### src/rtl/ex_stage_md_if.sv
// rtl/ex_stage_md_if.sv - ID/EX-side bundle for the execute stage with forwarding and M-extension engine
//
// Purpose: groups every non-clock/reset signal of ex_stage_md.
// Ports (signals):
//   in_valid, flush            instruction present / kill it
//   data_rs1/rs2/imm/pc        operands from the ID/EX register
//   fwd_data, fwd_a/b_sel      forwarding sources and per-operand selects
//   alu_src_a/b, alu_func,     ALU operand muxing and ALUCtrl inputs
//   alu_op
//   md_en, md_func             RV32M instruction and its funct3
//   result, result_valid       EX result toward EX/MEM
//   stall                      hold IF/ID/EX
//   rs2_fwd                    forwarded rs2 (store data)
// Modports: master drives the instruction side, slave is the execute stage.

interface ex_stage_md_if #(
    parameter int DWIDTH   = 32,
    parameter int PC_WIDTH = 32,
    parameter int NUM_FWD  = 2,
    parameter int SELW     = $clog2(NUM_FWD + 1)
);
    logic                        in_valid;
    logic                        flush;
    logic [DWIDTH-1:0]           data_rs1;
    logic [DWIDTH-1:0]           data_rs2;
    logic [DWIDTH-1:0]           data_imm;
    logic [PC_WIDTH-1:0]         data_pc;
    logic [NUM_FWD*DWIDTH-1:0]   fwd_data;
    logic [SELW-1:0]             fwd_a_sel;
    logic [SELW-1:0]             fwd_b_sel;
    logic [1:0]                  alu_src_a;
    logic [1:0]                  alu_src_b;
    logic [3:0]                  alu_func;
    logic [1:0]                  alu_op;
    logic                        md_en;
    logic [2:0]                  md_func;
    logic [DWIDTH-1:0]           result;
    logic                        result_valid;
    logic                        stall;
    logic [DWIDTH-1:0]           rs2_fwd;

    modport master (
        output in_valid, flush, data_rs1, data_rs2, data_imm, data_pc,
               fwd_data, fwd_a_sel, fwd_b_sel, alu_src_a, alu_src_b,
               alu_func, alu_op, md_en, md_func,
        input  result, result_valid, stall, rs2_fwd
    );

    modport slave (
        input  in_valid, flush, data_rs1, data_rs2, data_imm, data_pc,
               fwd_data, fwd_a_sel, fwd_b_sel, alu_src_a, alu_src_b,
               alu_func, alu_op, md_en, md_func,
        output result, result_valid, stall, rs2_fwd
    );
endinterface

### src/rtl/ex_stage_md.sv
// rtl/ex_stage_md.sv - RV32 execute stage: N-source forwarding, single-cycle ALU, iterative RV32M engine
//
// Purpose: operand forwarding muxes feed the ALU (ALUCtrl decode included)
// and a shift-add multiplier / restoring divider. M-extension ops stall the
// front of the pipe until their registered result is presented in DONE.
// Ports:
//   clk   clock
//   rst   asynchronous active-high reset
//   bus   ex_stage_md_if.slave (see interface file for the signal list)
// Build option: define EX_MD_FAST_MUL_EN to compute MUL/MULH/MULHSU/MULHU
// with a single-cycle combinational multiplier (IDLE->DONE in one cycle).

module ex_stage_md #(
    parameter int DWIDTH   = 32,
    parameter int PC_WIDTH = 32,
    parameter int NUM_FWD  = 2,
    parameter int SELW     = $clog2(NUM_FWD + 1)
) (
    input  logic          clk,
    input  logic          rst,
    ex_stage_md_if.slave  bus
);

    localparam int CW = (DWIDTH > 1) ? $clog2(DWIDTH) : 1;
    localparam logic [DWIDTH-1:0] MIN_VAL = {1'b1, {(DWIDTH-1){1'b0}}};

    // ------------------------------------------------------------------
    // Forwarding: select 0 is the register file, k picks source k-1, and
    // anything beyond NUM_FWD falls back to the register file.
    // ------------------------------------------------------------------
    logic [DWIDTH-1:0] fwd_a;
    logic [DWIDTH-1:0] fwd_b;

    always_comb begin
        fwd_a = bus.data_rs1;
        fwd_b = bus.data_rs2;
        for (int k = 0; k < NUM_FWD; k++) begin
            if (int'(bus.fwd_a_sel) == k + 1) fwd_a = bus.fwd_data[k*DWIDTH +: DWIDTH];
            if (int'(bus.fwd_b_sel) == k + 1) fwd_b = bus.fwd_data[k*DWIDTH +: DWIDTH];
        end
    end

    // ------------------------------------------------------------------
    // ALUCtrl: alu_op 00 = add (address/link), 01 = sub (branch compare),
    // 10 = R-type (funct7[5] selects SUB/SRA), 11 = I-type (funct7[5]
    // only matters for the right shift, so ADDI never becomes SUB).
    // ------------------------------------------------------------------
    typedef enum logic [3:0] {
        ALU_ADD, ALU_SUB, ALU_SLL, ALU_SLT, ALU_SLTU,
        ALU_XOR, ALU_SRL, ALU_SRA, ALU_OR,  ALU_AND
    } alu_ctl_e;

    alu_ctl_e alu_ctl;

    always_comb begin
        alu_ctl = ALU_ADD;
        case (bus.alu_op)
            2'b00: alu_ctl = ALU_ADD;
            2'b01: alu_ctl = ALU_SUB;
            default: begin
                case (bus.alu_func[2:0])
                    3'b000: alu_ctl = (bus.alu_op == 2'b10 && bus.alu_func[3]) ? ALU_SUB : ALU_ADD;
                    3'b001: alu_ctl = ALU_SLL;
                    3'b010: alu_ctl = ALU_SLT;
                    3'b011: alu_ctl = ALU_SLTU;
                    3'b100: alu_ctl = ALU_XOR;
                    3'b101: alu_ctl = bus.alu_func[3] ? ALU_SRA : ALU_SRL;
                    3'b110: alu_ctl = ALU_OR;
                    default: alu_ctl = ALU_AND;
                endcase
            end
        endcase
    end

    // ------------------------------------------------------------------
    // ALU
    // ------------------------------------------------------------------
    logic [DWIDTH-1:0] alu_a;
    logic [DWIDTH-1:0] alu_b;
    logic [CW-1:0]     shamt;
    logic [DWIDTH-1:0] alu_out;

    always_comb begin
        alu_a = (bus.alu_src_a == 2'b10) ? DWIDTH'(bus.data_pc) : fwd_a;
        case (bus.alu_src_b)
            2'b01:   alu_b = bus.data_imm;
            2'b10:   alu_b = DWIDTH'(4);
            default: alu_b = fwd_b;
        endcase
    end

    assign shamt = alu_b[CW-1:0];

    always_comb begin
        alu_out = '0;
        case (alu_ctl)
            ALU_ADD:  alu_out = alu_a + alu_b;
            ALU_SUB:  alu_out = alu_a - alu_b;
            ALU_SLL:  alu_out = alu_a << shamt;
            ALU_SLT:  alu_out = {{(DWIDTH-1){1'b0}}, ($signed(alu_a) < $signed(alu_b))};
            ALU_SLTU: alu_out = {{(DWIDTH-1){1'b0}}, (alu_a < alu_b)};
            ALU_XOR:  alu_out = alu_a ^ alu_b;
            ALU_SRL:  alu_out = alu_a >> shamt;
            ALU_SRA:  alu_out = $signed(alu_a) >>> shamt;
            ALU_OR:   alu_out = alu_a | alu_b;
            ALU_AND:  alu_out = alu_a & alu_b;
            default:  alu_out = '0;
        endcase
    end

    // ------------------------------------------------------------------
    // M-extension operand preparation (evaluated in the start cycle).
    // The engine works on magnitudes; signs are reapplied at the end.
    // ------------------------------------------------------------------
    logic              a_signed;
    logic              b_signed;
    logic              a_neg;
    logic              b_neg;
    logic [DWIDTH-1:0] a_mag;
    logic [DWIDTH-1:0] b_mag;
    logic              is_div;
    logic              div_zero;
    logic              div_ovf;

    always_comb begin
        // MUL, MULH, MULHSU, DIV, REM treat rs1 as signed.
        a_signed = (bus.md_func != 3'b011) && !(bus.md_func[2] && bus.md_func[0]);
        // MUL, MULH, DIV, REM treat rs2 as signed.
        b_signed = (bus.md_func[2:1] == 2'b00) || (bus.md_func[2] && !bus.md_func[0]);
    end

    assign a_neg    = a_signed & fwd_a[DWIDTH-1];
    assign b_neg    = b_signed & fwd_b[DWIDTH-1];
    assign a_mag    = a_neg ? -fwd_a : fwd_a;
    assign b_mag    = b_neg ? -fwd_b : fwd_b;
    assign is_div   = bus.md_func[2];
    assign div_zero = is_div && (fwd_b == '0);
    // Only the signed forms (DIV/REM, funct3[0]=0) can overflow.
    assign div_ovf  = is_div && !bus.md_func[0] && (fwd_a == MIN_VAL) && (fwd_b == '1);

`ifdef EX_MD_FAST_MUL_EN
    logic [2*DWIDTH-1:0] fast_prod;
    assign fast_prod = {{DWIDTH{1'b0}}, a_mag} * {{DWIDTH{1'b0}}, b_mag};
`endif

    // Applies the deferred sign and picks the half/quotient/remainder.
    function automatic logic [DWIDTH-1:0] md_finish(input logic [2:0]          f,
                                                    input logic                neg,
                                                    input logic                nega,
                                                    input logic [2*DWIDTH-1:0] p);
        logic [2*DWIDTH-1:0] full;
        logic [DWIDTH-1:0]   quo;
        logic [DWIDTH-1:0]   rem;
        full = neg  ? -p : p;
        quo  = neg  ? -p[DWIDTH-1:0] : p[DWIDTH-1:0];
        rem  = nega ? -p[2*DWIDTH-1:DWIDTH] : p[2*DWIDTH-1:DWIDTH];
        if (f[2]) md_finish = f[1] ? rem : quo;
        else      md_finish = (f[1:0] == 2'b00) ? full[DWIDTH-1:0] : full[2*DWIDTH-1:DWIDTH];
    endfunction

    // ------------------------------------------------------------------
    // Iteration datapath. prod_q holds {acc, multiplier} for multiply and
    // {remainder, dividend/quotient} for divide; opnd_q is the multiplicand
    // or the divisor.
    // ------------------------------------------------------------------
    typedef enum logic [1:0] {MD_IDLE, MD_RUN, MD_DONE} md_state_e;

    md_state_e           state_q;
    logic [CW-1:0]       cnt_q;
    logic [2:0]          func_q;
    logic                neg_q;
    logic                nega_q;
    logic [DWIDTH-1:0]   opnd_q;
    logic [2*DWIDTH-1:0] prod_q;
    logic [DWIDTH-1:0]   res_q;

    logic [DWIDTH:0]     mul_sum;
    logic [DWIDTH:0]     div_trial;
    logic [2*DWIDTH-1:0] step_d;
    logic                start;

    assign mul_sum   = {1'b0, prod_q[2*DWIDTH-1:DWIDTH]} + (prod_q[0] ? {1'b0, opnd_q} : '0);
    // Shifted partial remainder minus divisor; bit DWIDTH set means it did not fit.
    assign div_trial = {prod_q[2*DWIDTH-1:DWIDTH], prod_q[DWIDTH-1]} - {1'b0, opnd_q};

    always_comb begin
        if (func_q[2]) begin
            step_d = div_trial[DWIDTH] ? {prod_q[2*DWIDTH-2:0], 1'b0}
                                       : {div_trial[DWIDTH-1:0], prod_q[DWIDTH-2:0], 1'b1};
        end else begin
            step_d = {mul_sum, prod_q[DWIDTH-1:1]};
        end
    end

    assign start = (state_q == MD_IDLE) && bus.in_valid && bus.md_en && !bus.flush;

    always_ff @(posedge clk or posedge rst) begin
        if (rst) begin
            state_q <= MD_IDLE;
            cnt_q   <= '0;
            func_q  <= '0;
            neg_q   <= 1'b0;
            nega_q  <= 1'b0;
            opnd_q  <= '0;
            prod_q  <= '0;
            res_q   <= '0;
        end else begin
            case (state_q)
                MD_IDLE: begin
                    if (start) begin
                        func_q <= bus.md_func;
                        neg_q  <= a_neg ^ b_neg;
                        nega_q <= a_neg;
                        cnt_q  <= '0;
                        if (div_zero) begin
                            res_q   <= bus.md_func[1] ? fwd_a : '1;
                            state_q <= MD_DONE;
                        end else if (div_ovf) begin
                            res_q   <= bus.md_func[1] ? '0 : MIN_VAL;
                            state_q <= MD_DONE;
`ifdef EX_MD_FAST_MUL_EN
                        end else if (!is_div) begin
                            res_q   <= md_finish(bus.md_func, a_neg ^ b_neg, a_neg, fast_prod);
                            state_q <= MD_DONE;
`endif
                        end else begin
                            opnd_q  <= is_div ? b_mag : a_mag;
                            prod_q  <= {{DWIDTH{1'b0}}, (is_div ? a_mag : b_mag)};
                            state_q <= MD_RUN;
                        end
                    end
                end
                MD_RUN: begin
                    if (bus.flush) begin
                        state_q <= MD_IDLE;
                    end else begin
                        prod_q <= step_d;
                        cnt_q  <= cnt_q + 1'b1;
                        if (cnt_q == CW'(DWIDTH - 1)) begin
                            res_q   <= md_finish(func_q, neg_q, nega_q, step_d);
                            state_q <= MD_DONE;
                        end
                    end
                end
                default: begin
                    // DONE always returns to IDLE; flush here only suppresses result_valid.
                    state_q <= MD_IDLE;
                end
            endcase
        end
    end

    // ------------------------------------------------------------------
    // Outputs. The start-cycle stall is combinational so the front of the
    // pipe holds in the very cycle the M op is recognised.
    // ------------------------------------------------------------------
    assign bus.stall        = !rst && (start || (state_q == MD_RUN));
    assign bus.result_valid = !rst && ((state_q == MD_DONE)
                                       ? !bus.flush
                                       : ((state_q == MD_IDLE) && bus.in_valid && !bus.md_en && !bus.flush));
    assign bus.result       = (state_q == MD_DONE) ? res_q : alu_out;
    assign bus.rs2_fwd      = fwd_b;

endmodule

### src/flat_wrapper.sv
// flat-port wrapper written by rule: the top's interface ports become plain ports
module ex_stage_md_flat 
#(
    parameter int DWIDTH   = 32,
    parameter int PC_WIDTH = 32,
    parameter int NUM_FWD  = 2,
    parameter int SELW     = $clog2(NUM_FWD + 1)
)
  (clk, rst, bus_in_valid, bus_flush, bus_data_rs1, bus_data_rs2, bus_data_imm, bus_data_pc, bus_fwd_data, bus_fwd_a_sel, bus_fwd_b_sel, bus_alu_src_a, bus_alu_src_b, bus_alu_func, bus_alu_op, bus_md_en, bus_md_func, bus_result, bus_result_valid, bus_stall, bus_rs2_fwd);
  ex_stage_md_if #(.DWIDTH(DWIDTH), .PC_WIDTH(PC_WIDTH), .NUM_FWD(NUM_FWD), .SELW(SELW)) bus_i ();
  input  logic clk;
  input  logic rst;
  input wire logic [$bits(bus_i.in_valid)-1:0] bus_in_valid;
  input wire logic [$bits(bus_i.flush)-1:0] bus_flush;
  input wire logic [$bits(bus_i.data_rs1)-1:0] bus_data_rs1;
  input wire logic [$bits(bus_i.data_rs2)-1:0] bus_data_rs2;
  input wire logic [$bits(bus_i.data_imm)-1:0] bus_data_imm;
  input wire logic [$bits(bus_i.data_pc)-1:0] bus_data_pc;
  input wire logic [$bits(bus_i.fwd_data)-1:0] bus_fwd_data;
  input wire logic [$bits(bus_i.fwd_a_sel)-1:0] bus_fwd_a_sel;
  input wire logic [$bits(bus_i.fwd_b_sel)-1:0] bus_fwd_b_sel;
  input wire logic [$bits(bus_i.alu_src_a)-1:0] bus_alu_src_a;
  input wire logic [$bits(bus_i.alu_src_b)-1:0] bus_alu_src_b;
  input wire logic [$bits(bus_i.alu_func)-1:0] bus_alu_func;
  input wire logic [$bits(bus_i.alu_op)-1:0] bus_alu_op;
  input wire logic [$bits(bus_i.md_en)-1:0] bus_md_en;
  input wire logic [$bits(bus_i.md_func)-1:0] bus_md_func;
  output wire logic [$bits(bus_i.result)-1:0] bus_result;
  output wire logic [$bits(bus_i.result_valid)-1:0] bus_result_valid;
  output wire logic [$bits(bus_i.stall)-1:0] bus_stall;
  output wire logic [$bits(bus_i.rs2_fwd)-1:0] bus_rs2_fwd;
  assign bus_i.in_valid = bus_in_valid;
  assign bus_i.flush = bus_flush;
  assign bus_i.data_rs1 = bus_data_rs1;
  assign bus_i.data_rs2 = bus_data_rs2;
  assign bus_i.data_imm = bus_data_imm;
  assign bus_i.data_pc = bus_data_pc;
  assign bus_i.fwd_data = bus_fwd_data;
  assign bus_i.fwd_a_sel = bus_fwd_a_sel;
  assign bus_i.fwd_b_sel = bus_fwd_b_sel;
  assign bus_i.alu_src_a = bus_alu_src_a;
  assign bus_i.alu_src_b = bus_alu_src_b;
  assign bus_i.alu_func = bus_alu_func;
  assign bus_i.alu_op = bus_alu_op;
  assign bus_i.md_en = bus_md_en;
  assign bus_i.md_func = bus_md_func;
  assign bus_result = bus_i.result;
  assign bus_result_valid = bus_i.result_valid;
  assign bus_stall = bus_i.stall;
  assign bus_rs2_fwd = bus_i.rs2_fwd;
  ex_stage_md #(.DWIDTH(DWIDTH), .PC_WIDTH(PC_WIDTH), .NUM_FWD(NUM_FWD), .SELW(SELW)) u_core (.clk(clk), .rst(rst), .bus(bus_i));
endmodule
### config.mk
export PLATFORM = sky130hd
export DESIGN_NAME = ex_stage_md_flat
export DESIGN_NICKNAME = d
export VERILOG_FILES = /design/src/rtl/ex_stage_md_if.sv /design/src/rtl/ex_stage_md.sv /design/src/flat_wrapper.sv
export SDC_FILE = /design/constraint.sdc
export NUM_CORES = 2
export LEC_CHECK = 0
export ABC_AREA = 1
export BUFFER_PORTS_ARGS = -buffer_cell sky130_fd_sc_hd__buf_2
export CAP_MARGIN = 20
export CORE_MARGIN = 3
export CORE_UTILIZATION = 55
export DETAILED_ROUTE_END_ITERATION = 16
export PLACE_DENSITY = 0.78
export SLEW_MARGIN = 15
export SYNTH_ARGS = -nofsm -noshare
export SYNTH_HDL_FRONTEND = slang
export SYNTH_SLANG_ARGS = --single-unit
### constraint.sdc
create_clock -name clk -period 4.36 [get_ports clk]
set_input_delay 0.218 -clock clk [delete_from_list [all_inputs] [get_ports clk]]
set_output_delay 0.218 -clock clk [all_outputs]
set_load 0.005 [all_outputs]
==> results of run 1 <==
## metal layers
| metal | overflow | GRT usage [%] |
|---|---|---|
| met1 | 0 | 62.4 |
| met2 | 4 | 83.9 |
| met3 | 0 | 28.7 |
| met4 | 1 | 58.3 |
| met5 | 0 | 4.16 |
## logic make-up after synthesis
| group | after synthesis | share of synthesized area (%) |
|---|---|---|
| mux | 10 | 0.341 |
| simple gates | 2680 | 38.3 |
| compound gates | 1261 | 25.4 |
| flops | 140 | 11.9 |
| fa+ha+maj | 174 | 7.52 |
| xor+xnor | 120 | 3.58 |
| buf+inv | 940 | 12.9 |
## metrics by stage
step	setup TNS, ns	area [sq um]	hold slack (ns)	worst slack (ns)	util [%]
after floorplan	0	29400	0.384	0.0741	-
after global placement	-1.60	34400	0.374	-0.280	65.3
after detailed placement	-2.81	34400	0.384	-0.341	65.3
after CTS	-0.0232	35100	0.0684	-0.0232	66.6
## what timing repair did
item | 4_1_cts
gates cloned | 0
setup buffers | 4
pin swaps | 5
hold buffers | 1
endpoints found under the hold margin | 64
gates resized for setup | 24
endpoints found under the setup margin | 32
==> out/qor.yml, run 1 <==
clocking:
  clock-sinks: 140
  cts_root_buf: "clkbuf_16"
  h-tree-depth: 4
  cts-buffers-inserted: 17
  cts_buffer_depth: 2
floorplanning:
  die_height_microns: 237
  io_pins: 280
  start_util_pct: 55.8
  dieWidth_microns: 237
  rows: 84
logic_synthesis:
  yosysMostFrequentCell: "nand2_1"
  synth_top_area_share_pct: 19.9
  synth_area_leader_cell: "nand2_1"
  ys_seq_area_share_pct: 11.9
  dominantRegCellSynth: "dfrtp_1"
  syn_nets: 5713
  avgSynthCellArea_sq_um: 5.51
  ys_ff_latch: 140
  yosysWarnings: 0
  synth_edf_count: 0
  synthCells: 5325
  yosys-top-cells-area: "nand2_1, dfrtp_1, inv_1"
  ys_types: 69
  mappedNetlistArea_sq_mm: 0.0294
  async_flop_share_pct: 100
  synth_top_cells_by_count: "nand2_1, inv_1, nor2_1"
grt:
  grt_use_total_pct: 59.1
  grt_pass1_wl_mm: 252
  grt_overflow_total: 5
  grt_max_degree: 76
  grt_pass1_vias: 40100
place:
  io_buffers: 279
  hpwl_mm: 134
  gp_congestion: 1.22
  dp.cells: 6557
run_status:
  status: "aborted with a tool error"
  haltStage: "global routing"
  error: "[ERROR GRT-0116] Global routing finished with congestion. Check the congestion regions in the DRC Viewer."
==> inputs of run 2 (changes only) <==
--- a/config.mk
+++ b/config.mk
@@ -9,9 +9,9 @@
 export BUFFER_PORTS_ARGS = -buffer_cell sky130_fd_sc_hd__buf_2
 export CAP_MARGIN = 20
 export CORE_MARGIN = 3
-export CORE_UTILIZATION = 55
+export CORE_UTILIZATION = 40
 export DETAILED_ROUTE_END_ITERATION = 16
-export PLACE_DENSITY = 0.78
+export PLACE_DENSITY_LB_ADDON = 0.15
 export SLEW_MARGIN = 15
 export SYNTH_ARGS = -nofsm -noshare
 export SYNTH_HDL_FRONTEND = slang
==> constraint.sdc (replaced) <==
create_clock -name clk -period 5.7 [get_ports clk]
set_input_delay 0.285 -clock clk [delete_from_list [all_inputs] [get_ports clk]]
set_output_delay 0.285 -clock clk [all_outputs]
set_load 0.005 [all_outputs]
==> run 2 against run 1 <==
Compared with the run above: the run now ends clean; area after synthesis unchanged; synthesized cell count unchanged.
==> out/qor.yml, run 2 <==
worst_setup_path:
  crit_path_top_delay_cell: "buf_4"
  reg2regPathDepth: 31
  path_delay_family: "compound AO/OA/AOI/OAI gates"
  critPathBufInv: 9
  cp_slowest_stage_delay_ns: 0.45
  cp.arrival_ns: 4.98
  crit_path_start_kind: "primary input"
  path_depth: 27
  required_ns: 5.41
  path_max_fanout: 36
  end_kind: "primary output"
  crit_type: "in2out"
logic_synthesis:
  async_flop_share_pct: 100
  dominantRegCellSynth: "dfrtp_1"
  yosysWarnings: 0
  synth_top_cells_by_count: "nand2_1, inv_1, nor2_1"
  synth_top_area_share_pct: 19.9
  mappedNetlistArea_sq_mm: 0.0294
  ys_seq_area_share_pct: 11.9
  synth_area_leader_cell: "nand2_1"
  ys_ff_latch: 140
  avgSynthCellArea_sq_um: 5.51
  synth_edf_count: 0
  synthCells: 5325
  ys_types: 69
  yosysMostFrequentCell: "nand2_1"
  syn_nets: 5713
  yosys-top-cells-area: "nand2_1, dfrtp_1, inv_1"
sta:
  fin_skew_ns: 0.0176
  hold_violations: 0
  timing.final.crit_share_pct: 92.4
  max_freq_ghz: 0.190
  maxSlewViolCount: 0
  setup_tns_ns: 0
  fin_hold_ws_ns: 0.150
  tightest_slew_ns: 1.24
  slew_headroom_pct: 16.6
  period_minus_slack_ns: 5.27
  setup_viol: 0
  rsz0062_at_grt: "false"
drt:
  drt-total-wl_mm: 174
  ant_nets: 0
  firstDrtPassIters: 6
  vias_per_cell: 5.94
  drtIter0Drc: 4386
  drcViolationCount: 0
  via_count: 38700
  wl_per_cell_microns: 26.7
pwr:
  swShare_pct: 63.6
  seq_power_share_pct: 12.8
  comb_power_share_pct: 77.9
  switchingPower_uw: 8680
  p_total_uw: 13700
  p_int_uw: 4980
  peakVddDrop_v: 0.000333
  power_density_mw_per_mm2: 418
  p_leak_uw: 0.0171
  clkPwrFrac_pct: 9.3
layout:
  largest_register_ffs: 64
  seq_area_sq_mm: 0.00351
  syn2layout_area_growth_pct: 11.3
  reg_top3: "u_core.prod_q: 64 flops, u_core.opnd_q: 32 flops, u_core.res_q: 32 flops"
  multi_input_area_sq_mm: 0.0221
  regMostFlops: "u_core.prod_q"
  final_area_sq_mm: 0.0327
  nets: 5923
  final_core_util_pct: 45.3
  drive_above_1_share_pct: 12.3
  layout_commonest_cell: "nand2_1"
  nFillCells: 8113
  layout_common_cells: "nand2_1, inv_1, nor2_1, o21ai_0, nand3_1"
floorplanning:
  io_pins: 280
  dieWidth_microns: 277
  start_util_pct: 40.7
  die_height_microns: 277
  die-area_sq_mm: 0.0767
  rows: 98
  core_sq_mm: 0.0721
grt:
  grt_pass1_wl_mm: 246
  grt_max_degree: 94
  grt_use_total_pct: 43.2
  grt_overflow_total: 0
  grt_pass1_vias: 35900
  antenna_found_initial: 12
clocking:
  cts_setup_buffers: 0
  cts.clk_slew.worst_paths_ns: 0.07
  cts-buffers-inserted: 17
  cts_tree: "done"
  cts_buffer_depth: 2
  h-tree-depth: 4
  clock-sinks: 140
  clk-insertion-delay-late_ns: 0.47
  cts_root_buf: "clkbuf_16"
run_status:
  status: "completed"
min_path:
  hold_class: "in2reg"
  hold_depth: 3
job:
  maxCapViolations: 0
place:
  dpl_cell_area_sq_mm: 0.0320
  hpwl_mm: 143
  io_buffers: 279
  gp_congestion: 1.10
[run 2: power by group through the flow]
stage | clock network, uW | logic [uW] | registers [uW]
CTS | 1280 | 10300 | 1730
detailed placement | 0 | 10200 | 1740
finish | 1270 | 10600 | 1750
global route | 1310 | 11400 | 1770
floorplan | 0 | 6610 | 1530
global placement | 0 | 10200 | 1740
[run 2: metrics by stage]
step           std cells  worst slack (ns)
3_3_place_gp        6465             0.625
4_1_cts             6498             0.500
5_1_grt             6505            0.0495
3_5_place_dp        6465             0.526
6_report            6507             0.431
2_1_floorplan       5325              1.18
[run 2: path summary, 6_finish.rpt]
path,start,slack (ns),to
max,bus_fwd_a_sel[0],0.43,bus_result[27]
min,bus_md_func[0],0.15,u_core.func_q[0]
max reg2reg,u_core.opnd_q[0],0.58,u_core.res_q[6]
min reg2reg,u_core.res_q[24],0.51,u_core.res_q[24]
max in group asynchronous,rst,4.08,u_core.res_q[13]
min in group asynchronous,rst,0.46,u_core.state_q[1]
[run 2: timing repair]
item,CTS,global route
hold buffers,1,0
resized for setup,0,3
setup endpoints to repair,0,5
hold endpoints to repair,59,0
[run 2: logic make-up (layout without fill, tap and decap cells)]
| kind of cell | count (synthesis) | in the layout | synth area share (%) |
|---|---|---|---|
| fa+ha+maj | 174 | 174 | 7.52 |
| simple gates | 2680 | 2680 | 38.3 |
| flops | 140 | 140 | 11.9 |
| buf+inv | 940 | 1163 | 12.9 |
| mux | 10 | 10 | 0.341 |
| compound gates | 1261 | 1261 | 25.4 |
| other cells | 0 | 9 | 0 |
| xor+xnor | 120 | 120 | 3.58 |
[run 2: worst min-delay path, stage by stage]
cell and delay (ns):
buf_2 0.11, inv_1 0.07, o21ai_0 0.10
[run 2: layer usage]
layer | part of all wire [%] | global-route usage, % | vias to the layer above
met5 | 0.022 | 0 | -
met4 | 10 | 36.4 | 6
met3 | 8.5 | 6.79 | 576
met2 | 45 | 69.0 | 2364
met1 | 37 | 50.8 | 17800
li1 | - | - | 17900
[run 2: layout make-up]
| type | count | share of cell area (%) |
|---|---|---|
| Clock buffer | 17 | 1.30 |
| Multi-Input combinational cell | 4245 | 67.8 |
| Timing Repair Buffer | 431 | 7.82 |
| Sequential cell | 140 | 10.7 |
| Inverter | 700 | 8.08 |
| Antenna cell | 9 | 0.0690 |
| Clock inverter | 15 | 0.594 |
| Tap cell | 950 | 3.64 |
(Power assumes the default switching activity.)
